`src/rtl/pc_next_unit_pkg.sv`:
```
// rtl/pc_next_unit_pkg.sv - shared constants and state type for the PC stage
package pc_next_unit_pkg;

   localparam int          WIDTH            = 32;
   localparam logic [31:0] RESET_PC_DEFAULT = 32'h0000_0000;
   localparam logic [31:0] PC_INC           = 32'd4;

   typedef enum logic [1:0] {
      ST_IDLE  = 2'd0,
      ST_RUN   = 2'd1,
      ST_FLUSH = 2'd2,
      ST_HALT  = 2'd3
   } pc_state_t;

endpackage

```
`src/rtl/pc_next_unit_adder32.sv`:
```
// rtl/pc_next_unit_adder32.sv - 32-bit ripple-carry adder built from 1-bit full adders
module adder32
   import pc_next_unit_pkg::*;
(
   input  logic [WIDTH-1:0] i_a,
   input  logic [WIDTH-1:0] i_b,
   input  logic             i_cin,
   output logic [WIDTH-1:0] o_s,
   output logic             o_cout
);

   logic [WIDTH:0] w_c;

   assign w_c[0] = i_cin;

   for (genvar g = 0; g < WIDTH; g++) begin : g_fa
      assign o_s[g]   = i_a[g] ^ i_b[g] ^ w_c[g];
      assign w_c[g+1] = (i_a[g] & i_b[g]) | (w_c[g] & (i_a[g] ^ i_b[g]));
   end

   assign o_cout = w_c[WIDTH];

endmodule

```
`src/rtl/pc_next_unit.sv`:
```
// rtl/pc_next_unit.sv - program counter with jump/branch redirect, fetch handshake and halt
module pc_next_unit
   import pc_next_unit_pkg::*;
#(
   parameter logic [31:0] RESET_PC = RESET_PC_DEFAULT
) (
   input  logic        i_clk,
   input  logic        i_rst_n,
   input  logic        i_fetch_ready,
   input  logic        i_stall,
   input  logic        i_jump,
   input  logic [25:0] i_jump_index,
   input  logic        i_branch_taken,
   input  logic [31:0] i_branch_offset,
   input  logic        i_halt,
   output logic [31:0] o_pc,
   output logic [31:0] o_pc_plus4,
   output logic        o_pc_valid,
   output logic        o_flush,
   output logic        o_wrap
);

   localparam logic [31:0] RESET_PC_ALIGNED = {RESET_PC[31:2], 2'b00};

   pc_state_t   r_state;
   pc_state_t   w_next_state;
   logic [31:0] r_pc;
   logic        r_pc_valid;
   logic        r_flush;
   logic        r_wrap;

   logic [31:0] w_next_pc;
   logic        w_next_flush;
   logic        w_next_wrap;
   logic [31:0] w_pc_plus4;
   logic        w_seq_carry;
   logic [31:0] w_branch_target;
   logic        w_br_cout;
   logic [31:0] w_jump_target;
   logic        w_unused;

   adder32 u_add_seq (
      .i_a    (r_pc),
      .i_b    (PC_INC),
      .i_cin  (1'b0),
      .o_s    (w_pc_plus4),
      .o_cout (w_seq_carry)
   );

   adder32 u_add_branch (
      .i_a    (w_pc_plus4),
      .i_b    ({i_branch_offset[29:0], 2'b00}),
      .i_cin  (1'b0),
      .o_s    (w_branch_target),
      .o_cout (w_br_cout)
   );

   // Branch carry and the top offset bits are discarded: targets wrap modulo 2^32.
   assign w_unused      = ^{w_br_cout, i_branch_offset[31:30]};
   assign w_jump_target = {w_pc_plus4[31:28], i_jump_index, 2'b00};

   always_comb begin
      w_next_state = r_state;
      w_next_pc    = r_pc;
      w_next_flush = 1'b0;
      w_next_wrap  = 1'b0;
      case (r_state)
         ST_IDLE: begin
            w_next_state = i_halt ? ST_HALT : ST_RUN;
         end
         ST_RUN: begin
            if (i_halt) begin
               w_next_state = ST_HALT;
            end else if (i_jump) begin
               w_next_pc    = w_jump_target;
               w_next_flush = 1'b1;
               w_next_state = ST_FLUSH;
            end else if (i_branch_taken) begin
               w_next_pc    = w_branch_target;
               w_next_flush = 1'b1;
               w_next_state = ST_FLUSH;
            end else if (r_pc_valid && i_fetch_ready && !i_stall) begin
               w_next_pc   = w_pc_plus4;
               w_next_wrap = w_seq_carry;
            end
         end
         ST_FLUSH: begin
            w_next_state = i_halt ? ST_HALT : ST_RUN;
         end
         ST_HALT: begin
            w_next_state = ST_HALT;
         end
         default: begin
            w_next_state = ST_HALT;
         end
      endcase
   end

   always_ff @(posedge i_clk or negedge i_rst_n) begin
      if (!i_rst_n) begin
         r_state    <= ST_IDLE;
         r_pc       <= RESET_PC_ALIGNED;
         r_pc_valid <= 1'b0;
         r_flush    <= 1'b0;
         r_wrap     <= 1'b0;
      end else begin
         r_state    <= w_next_state;
         r_pc       <= w_next_pc;
         r_pc_valid <= (w_next_state == ST_RUN);
         r_flush    <= w_next_flush;
         r_wrap     <= w_next_wrap;
      end
   end

   assign o_pc       = r_pc;
   assign o_pc_plus4 = w_pc_plus4;
   assign o_pc_valid = r_pc_valid;
   assign o_flush    = r_flush;
   assign o_wrap     = r_wrap;

endmodule

```
`config.mk`:
```
export PLATFORM = sky130hd
export DESIGN_NAME = pc_next_unit
export DESIGN_NICKNAME = d
export VERILOG_FILES = /design/src/rtl/pc_next_unit_pkg.sv /design/src/rtl/pc_next_unit_adder32.sv /design/src/rtl/pc_next_unit.sv
export SDC_FILE = /design/constraint.sdc
export NUM_CORES = 1
export LEC_CHECK = 0
export BUFFER_PORTS_ARGS = -buffer_cell sky130_fd_sc_hd__buf_2
export CAP_MARGIN = 20
export CORE_MARGIN = 8
export CORE_UTILIZATION = 50
export DETAILED_ROUTE_END_ITERATION = 10
export PLACE_DENSITY = 0.93
export SETUP_SLACK_MARGIN = 0.02
export SYNTH_ARGS = -nofsm -noshare
export SYNTH_HDL_FRONTEND = slang
export SYNTH_HIERARCHICAL = 1
export SYNTH_SLANG_ARGS = --single-unit
```
`constraint.sdc`:
```
create_clock -name i_clk -period 22.3 [get_ports i_clk]
set_input_delay 6.69 -clock i_clk [delete_from_list [all_inputs] [get_ports i_clk]]
set_output_delay 6.69 -clock i_clk [all_outputs]
set_load 0.01 [all_outputs]
```
# Word level (Yosys, flattened, before mapping)
# Cells that the tools add are included.
dict set report totals {
  ram_bits 0
  romBits 0
  mem_count 0
  latch_bits 0
  reg_bits 37
  elab_cells 239
  input_bits 65
  output_inout_bits 67
}
dict set report classes {
  magnitude_cmp 0
  n_mul 0
  n_reduce_logical 8
  eq_ne 4
  mux 17
  bitwise 204
  shifts 0
  n_addsub 0
  n_div 0
}
# operator n
set op_table {}
lappend op_table {{2-to-1 mux 32 bit} 3}
lappend op_table {{XOR 1 bit} 88}
lappend op_table {{bitwise AND 1 bit} 86}
lappend op_table {{OR 1 bit} 28}
lappend op_table {{2-to-1 mux 1 bit} 9}
lappend op_table {{2-to-1 mux 2 bit} 4}
lappend op_table {{one-hot mux 2 bit (3 select lines)} 1}
lappend op_table {{AND reduction 3 bit} 2}
lappend op_table {{equality test 2 x 1 -> 1 bit, second input constant} 2}
lappend op_table {{equality test 2 bit, second input constant} 2}
lappend op_table {{nonzero test 3 bit} 1}
lappend op_table {{logical AND 1 bit} 2}
lappend op_table {{zero test 2 bit} 1}
lappend op_table {{NOT 1 bit} 2}
lappend op_table {{OR reduction 2 bit} 1}
lappend op_table {{zero test 1 bit} 1}

# Depth between registers and ports, before layout
# Gate-level depths: netlist (run 1).
dict set report depth {
  word_depth 61
  ltp_mapped 41
  depth_no_buf 41
}

# Modules after synthesis
# Netlist (run 1), hierarchy kept.
# module cells_per_inst instances area_each_um2
set by_module_without_submodules {}
lappend by_module_without_submodules {pc_next_unit 181 1 2010.7}
lappend by_module_without_submodules {adder32 42 2 678.2}

# Least setup slack after synthesis (run 1)
# OpenSTA, ideal clock, no wires.
dict set report synth_timing {
  path_type {register to output}
  start {register r_pc[2] (netlist: o_pc[2])}
  end {output o_pc_plus4[31]}
  path_slack_ps 3723
  path_stages_with_launch 35
  t_arrival_ps 11887
  cell_sequence {dfrtp_1 fa_1 fa_1 fa_1 fa_1 fa_1 fa_1 fa_1 fa_1 fa_1 fa_1 fa_1 fa_1 fa_1 fa_1 inv_1 fa_1 inv_1 fa_1 fa_1 fa_1 fa_1 fa_1 fa_1 fa_1 fa_1 fa_1 fa_1 fa_1 fa_1 fa_1 fa_1 inv_1 fa_1 inv_1}
}
dict set report synth_via {
  elab_chain_cells 29
}
# element line
set synth_rtl {}
lappend synth_rtl {{start: declaration} pc_next_unit.sv:27} ;# logic [31:0] r_pc;
lappend synth_rtl {{start signal: assignment} pc_next_unit.sv:108} ;# r_pc <= w_next_pc;
lappend synth_rtl {{bitwise AND 1 bit (28 in series)} pc_next_unit_adder32.sv:18} ;# assign w_c[g+1] = (i_a[g] & i_b[g]) | (w_c[g] & (i_a[g] ^ i_b[g]));
lappend synth_rtl {{XOR 1 bit} pc_next_unit_adder32.sv:17} ;# assign o_s[g] = i_a[g] ^ i_b[g] ^ w_c[g];
lappend synth_rtl {{end: declaration} pc_next_unit.sv:17} ;# output logic [31:0] o_pc_plus4,
# Every way passes these cells.

# Final worst setup path (run 1)
# Ends and elaborated chain as after synthesis.

==> results.cfg, run 1 <==
[power]
p_per_area_nw_per_um2 = 60.1
ir_drop_uv = 38.4
p_leak_uw = 0.00227

[timing]
finalCritPeriodShare_pct = 88.1
slew_violations = 0
hold_viol = 0
skew_ps = 5.91
finalCriticalPeriod_ps = 19640
rsz0062_at_grt = no
fmaxAchievable_mhz = 50.9
tns_ps = 0
worst_pin_slew_ps = 925
setup_viol = 0
max_slew_margin_pct = 38.3

[worst_hold_path]
worstHoldStart = o_pc[16]$_DFFE_PN0P_
hold_path_end = o_pc[16]$_DFFE_PN0P_
holdPathStages = 1
hold_path.class = flop to flop

[final_layout]
fin_nets = 553
drive_gt1_share_pct = 40.5
fillers = 543
utilization_pct = 64.3
syn2layout_area_growth_pct = 26.9

[cts]
clock_sinks = 37
post_cts_buffers = 0
cts_buffers = 5
cts-root-buf = clkbuf_8
clkTransAtPathRegs_ps = 80
cts_hold_buf = 0
clk_latency_ps = 290
cts.htree.levels = 2
cts_tree = done
cts_resized = 0
clock_path_buffers = 2

[die]
fp.dieW_um = 98.0
core_area_um2 = 6640
initial_core_util_pct = 50.6
rows = 30
dieArea_um2 = 9610
pin_count = 132
die_y_um = 98.0

[worst_setup_path]
critical_path.max_stage_delay_ps = 440
cp_max_fo = 3
cp_data_arrival_time_ps = 12950
worstSetupPathType = flop to primary output
crit_path_end_kind = primary output
cp.required_ps = 15610
rr_worst_depth = 39
r2r_start = o_pc[2]$_DFFE_PN0P_
cp_common_cell = fa_1
r2r_end = o_pc[31]$_DFFE_PN0P_
reg2reg_slack_ps = 8520
critPathLaunchType = flop
worst_path_max_delay_cell = fa_1

[global_route]
grt_max_degree = 58
grt_overflow = 0
grt_first_pass_wirelength_um = 14000
grt_usage_pct = 18.0
grt_pass1_vias = 2906
antenna_found_initial = 1

[detailed_routing]
ant_nets = 0
firstDrtPassIters = 4
viasPerCell = 4.84
post_drt_wl_per_cell_um = 16.3
via_count = 2449
routed_wl_um = 8260
drtIter0Drc = 51
drcViolationCount = 0

[placed_design]
numPortBuffers = 129
hpwlAfterDp_um = 6770
place_congestion = 0.790

[run]
maxCapViolCount = 0

[synth]
yosys_warnings = 6
syn_area_per_cell_um2 = 12.7
netlist_instances = 264
syn_area_um2 = 3360

[run_status]
status = finished, final reports clean
-- flip-flops by register name, indices dropped and copies added, names as in the netlist --
register / flops
o_pc_valid: 1
o_wrap: 1
o_flush: 1
o_pc: 32
r_state: 2
-- critical path: cells and delay by family (launching register included) --
| kind | cells | cell delay, ps |
|---|---|---|
| adder cells (fa/ha/maj) | 30 | 11810 |
| buffers and inverters | 5 | 450 |
| flip-flops | 1 | 410 |
-- routing by layer --
metal / GRT usage (%) / vias to the layer above / wire [um]
met5: 0 / - / 0
met4: 5.04 / 0 / 147
met3: 5.48 / 13 / 568
met2: 33.0 / 78 / 4450
met1: 19.5 / 1214 / 3090
li1: - / 1144 / -
-- layout make-up --
cell class | instances | area, um2 | share of cell area [%]
repair buffers | 131 | 673 | 15.8
clock buffers | 8 | 80.1 | 1.88
diodes | 1 | 2.50 | 0.0586
well taps | 80 | 100 | 2.34
flip-flops and latches | 37 | 926 | 21.7
inverters | 21 | 78.8 | 1.85
multi-input cells | 228 | 2410 | 56.4
-- worst max-delay path by stage --
stage	start	end	slack, ps	cells after the start
after floorplan	o_pc[2]$_DFFE_PN0P_	o_pc_plus4[31]	3720	34
after global placement	o_pc[2]$_DFFE_PN0P_	o_pc_plus4[31]	3150	35
after detailed placement	o_pc[2]$_DFFE_PN0P_	o_pc_plus4[31]	2980	35
after CTS	o_pc[2]$_DFFE_PN0P_	o_pc_plus4[31]	2600	35
after global routing	o_pc[2]$_DFFE_PN0P_	o_pc_plus4[31]	2300	35
final	o_pc[2]$_DFFE_PN0P_	o_pc_plus4[31]	2660	35
-- power breakdown --
group	leakage (uW)	internal, uW	switching (uW)	total, uW
combinational	0.00174	63.0	71.2	134
clock	0.0000395	22.2	23.5	45.7
sequential	0.000492	71.8	4.90	76.7
total	0.00227	157	99.6	257
-- cells in the final DEF, fill, tap and decap left out, drive strengths merged --
cell type,count
buf,131
fa,64
dfrtp,37
conb,36
mux2,36
mux2i,28
nand2,27
o21ai,26
inv,21
clkbuf,8
nor2,4
nor2b,2
diode,1
o31ai,1
or3b,1
nand3b,1
nor3,1
a21oi,1
-- metrics by stage --
step | instance area, um2 | hold WS [ps] | setup slack [ps] | instances | power (uW)
floorplan | 3490 | 537 | 3720 | 298 | 167
global placement | 4170 | 514 | 3150 | 496 | 203
detailed placement | 4170 | 525 | 2980 | 496 | 214
CTS | 4250 | 544 | 2600 | 504 | 261
global route | 4270 | 563 | 2300 | 506 | 281
finish | 4270 | 537 | 2660 | 506 | 257
(Power assumes the default switching activity.)
==> run 2, diff against run 1 <==
Settings changed: CORE_UTILIZATION 50 to 55, CTS_BUF_LIST set to sky130_fd_sc_hd__clkbuf_8, PLACE_DENSITY 0.93 to 0.95.
Clock period 22.3 ns to 24.3 ns, I/O delays scaled along.
==> results.cfg, run 2 (synthesis gave the netlist of run 1 again) <==
[run_status]
status = finished, final reports clean

[global_route]
antenna_found_initial = 0
grt_overflow = 0
grt_usage_pct = 20.1
grt_max_degree = 58
grt_pass1_vias = 2896
grt_first_pass_wirelength_um = 13800

[worst_setup_path]
cp_common_cell = fa_1
r2r_end = o_pc[31]$_DFFE_PN0P_
cp_data_arrival_time_ps = 12920
r2r_start = o_pc[2]$_DFFE_PN0P_
worst_path_max_delay_cell = fa_1
rr_worst_depth = 39
crit_path_end_kind = primary output
worstSetupPathType = flop to primary output
cp_max_fo = 3
critPathLaunchType = flop
crit_family = adder cells
critical_path.max_stage_delay_ps = 440
reg2reg_slack_ps = 10540
crit_buf_inv = 5
cp.required_ps = 17010

[timing]
tns_ps = 0
worst_pin_slew_ps = 888
finalCriticalPeriod_ps = 20210
fmaxAchievable_mhz = 49.5
finalCritPeriodShare_pct = 83.2
slew_violations = 0
setup_viol = 0
whs_ps = 534
rsz0062_at_grt = no
hold_viol = 0
max_slew_margin_pct = 40.8
setup_ws_ps = 4090
skew_ps = 2.90

[detailed_routing]
dr_wl_met3_um = 491
post_drt_wl_per_cell_um = 17.1
drcViolationCount = 0
via_count = 2510
viasPerCell = 5.02
drtIter0Drc = 52
met1_length_um = 3000
firstDrtPassIters = 4
routed.top_layer = met4
route.met2.wl_um = 4880
ant_nets = 0
routed_wl_um = 8560

[final_layout]
utilization_pct = 72.7
syn2layout_area_growth_pct = 28.0
largest_reg_flops = 32
drive_gt1_share_pct = 40.9
final_cell_mix = buf_2, fa_1, dfrtp_1
fin_nets = 553
final_common_cell = buf_2
diodes = 0

[die]
die_y_um = 94.2
initial_core_util_pct = 56.8
core_area_um2 = 5920
dieArea_um2 = 8870
pin_count = 132
rows = 28
fp.dieW_um = 94.2

[power]
ir_drop_uv = 34.5
p_seq_share_pct = 28.1
combinationalPowerShare_pct = 50.2
netSwitchingFraction_pct = 37.3
p_sw_uw = 93.5
p_leak_uw = 0.00230
intPower_uw = 157
power_uw = 251
p_per_area_nw_per_um2 = 58.2
power_frac_clock_pct = 21.7

[cts]
cts_buffers = 5
cts-root-buf = clkbuf_8
cts.htree.levels = 2
cts_resized = 0
cts_hold_buf = 0
clkTransAtPathRegs_ps = 70
post_cts_buffers = 0
clock_path_buffers = 2
cts_tree = done
clk_latency_ps = 280
clock_sinks = 37

[worst_hold_path]
holdPathStages = 1
hold_path_end = o_pc[16]$_DFFE_PN0P_
worstHoldStart = o_pc[16]$_DFFE_PN0P_
hold_path.class = flop to flop

[placed_design]
hpwlAfterDp_um = 7100
dp_slack_ps = 4390
place_congestion = 0.783
numPortBuffers = 129

[run]
maxCapViolCount = 0
[run 2: cell types whose count changed in the layout (fill, tap and decap cells not counted)]
| cell | delta |
|---|---|
| clkbuf_8 | +1 |
| clkbuf_1 | -3 |
| buf_16 | +1 |
| inv_1 | +1 |
| buf_12 | -1 |
| bufinv_16 | +1 |
| diode_2 | -1 |
[run 2: layout make-up]
class	instances	area [um2]
clock buffer	6	82.6
clock inverter	2	33.8
fill	441	1620
inverter	21	78.8
multi-input combinational	228	2410
sequential	37	926
tap	75	93.8
timing repair buffer	131	681
[run 2: power by group through the flow]
stage                     sequential, uW  clock (uW)  combinational [uW]
final                               70.3        54.5                 126
after global routing                71.3        58.3                 141
after CTS                           70.5        55.8                 127
after detailed placement            71.7           0                 126
after global placement              71.1           0                 115
after floorplan                     73.3           0                80.2
[run 2: through the flow]
step                      cells  cell area [um2]
after global routing        500             4300
after global placement      491             4160
after CTS                   499             4280
after detailed placement    491             4160
after floorplan             298             3490
final                       500             4300
[run 2: how the worst max path moves through the flow]
stage,start,end,depth (start not counted)
6_report,o_pc[2]$_DFFE_PN0P_,o_pc_plus4[31],35
5_1_grt,o_pc[2]$_DFFE_PN0P_,o_pc_plus4[31],35
4_1_cts,o_pc[2]$_DFFE_PN0P_,o_pc_plus4[31],35
3_5_place_dp,o_pc[2]$_DFFE_PN0P_,o_pc_plus4[31],35
3_3_place_gp,o_pc[2]$_DFFE_PN0P_,o_pc_plus4[31],35
2_1_floorplan,o_pc[2]$_DFFE_PN0P_,o_pc_plus4[31],34
[run 2: metal layers]
metal | track usage (%) | vias up
li1 | - | 1143
met4 | 6.74 | 0
met5 | 0 | -
met2 | 37.8 | 75
met1 | 21.7 | 1279
met3 | 4.00 | 13
[run 2: worst reg2reg max path, delay by kind of cell (launching register included)]
kind	cells	cell delay [ps]
flops	1	410
buf+inv	6	420
mux	2	520
fa+ha+maj	31	12260
==> run 3, diff against run 2 <==
Settings changed: CORE_UTILIZATION 55 to 51, PLACE_DENSITY 0.95 to 0.94.
Clock period 24.3 ns to 19.9 ns, I/O delays scaled along.
==> results.cfg, run 3 (synthesis gave the netlist of run 1 again) <==
[run_status]
status = finished, final reports clean

[cts]
cts_buffers = 5
cts.htree.levels = 2
post_cts_buffers = 0
cts_tree = done
cts_resized = 0
clock_sinks = 37
clock_path_buffers = 2
clkTransAtPathRegs_ps = 70
cts-root-buf = clkbuf_8
cts_hold_buf = 0
clk_latency_ps = 280

[detailed_routing]
routed_wl_um = 8360
drtIter0Drc = 47
ant_nets = 0
via_count = 2501
post_drt_wl_per_cell_um = 16.7
firstDrtPassIters = 4
drcViolationCount = 0
viasPerCell = 4.99

[worst_hold_path]
hold_path.class = flop to flop
worstHoldStart = o_pc[16]$_DFFE_PN0P_
holdPathStages = 1
hold_path_end = o_pc[16]$_DFFE_PN0P_

[timing]
skew_ps = 5.08
finalCriticalPeriod_ps = 18960
hold_viol = 0
fmaxAchievable_mhz = 52.8
tns_ps = 0
max_slew_margin_pct = 37.4
whs_ps = 536
slew_violations = 0
worst_pin_slew_ps = 940
rsz0062_at_grt = no
setup_viol = 0
finalCritPeriodShare_pct = 95.3

[worst_setup_path]
startpoint = o_pc[2]$_DFFE_PN0P_
r2r_end = o_pc[31]$_DFFE_PN0P_
r2r_start = o_pc[2]$_DFFE_PN0P_
cp_max_fo = 3
critical_path.max_stage_delay_ps = 450
rr_worst_depth = 39
crit_path_end_kind = primary output
worst_path_max_delay_cell = fa_1
cp_common_cell = fa_1
cp.required_ps = 13930
worstSetupPathType = flop to primary output
reg2reg_slack_ps = 6100
cp_data_arrival_time_ps = 12990
critPathLaunchType = flop

[die]
pin_count = 132
die_y_um = 97.2
dieArea_um2 = 9450
rows = 29
initial_core_util_pct = 53.0
fp.dieW_um = 97.2
core_area_um2 = 6350

[final_layout]
fillers = 492
syn2layout_area_growth_pct = 26.5
seq_area_um2 = 926
drive_gt1_share_pct = 40.3
fin_area_um2 = 4260
fin_nets = 552
multi_input_area_um2 = 2410
final_common_cell = buf_2
diodes = 0
largest_reg_flops = 32
final_cell_mix = buf_2, fa_1, dfrtp_1

[power]
ir_drop_uv = 45.6
p_leak_uw = 0.00228
p_per_area_nw_per_um2 = 66.8

[run]
maxCapViolCount = 0

[placed_design]
numPortBuffers = 129
postPlaceCellArea_um2 = 4160
hpwlAfterDp_um = 6960
place_congestion = 0.752

[global_route]
antenna_found_initial = 0
grt_max_degree = 58
grt_pass1_vias = 3006
grt_first_pass_wirelength_um = 14400
grt_overflow = 0
grt_usage_pct = 18.5
[run 3: cell type report]
class                           instances  area share, %
Timing Repair Buffer                  130           15.6
Multi-Input combinational cell        228           56.6
Clock inverter                          3          0.265
Inverter                               21           1.85
Clock buffer                            5           1.62
Sequential cell                        37           21.8
Tap cell                               77           2.26
[run 3: critical path: cells and delay by family (launching register included)]
kind                       cells  cell delay [ps]
adders and majority gates     30            11820
buffers and inverters          5              460
DFF                            1              410
[run 3: worst max-delay path by stage]
stage                endpoint  slack, ps  depth (start not counted)
6_report       o_pc_plus4[31]        940                         35
5_1_grt        o_pc_plus4[31]        570                         35
4_1_cts        o_pc_plus4[31]        890                         35
3_5_place_dp   o_pc_plus4[31]       1230                         35
3_3_place_gp   o_pc_plus4[31]       1500                         35
2_1_floorplan  o_pc_plus4[31]       2040                         34
[run 3: metrics by stage]
stage	utilization, %	setup WS, ps	std cells	power (uW)
2_1_floorplan	-	2040	298	187
3_3_place_gp	65.4	1500	492	227
3_5_place_dp	65.4	1230	492	240
4_1_cts	66.7	887	500	290
5_1_grt	67.0	566	501	313
6_report	67.0	944	501	284
[run 3: power breakdown]
group	leakage, uW	switching (uW)	internal (uW)
logic	0.00174	79.8	70.1
clock network	0.0000519	25.3	23.3
registers	0.000492	5.39	80.4
[run 3: layer usage]
metal  up-vias  global-route usage (%)  wire length [um]
li1       1151                       -                 -
met1      1256                    18.7              2910
met2        81                    35.1              4710
met3        13                    5.69               580
met4         0                    5.56               164
met5         -                       0                 0
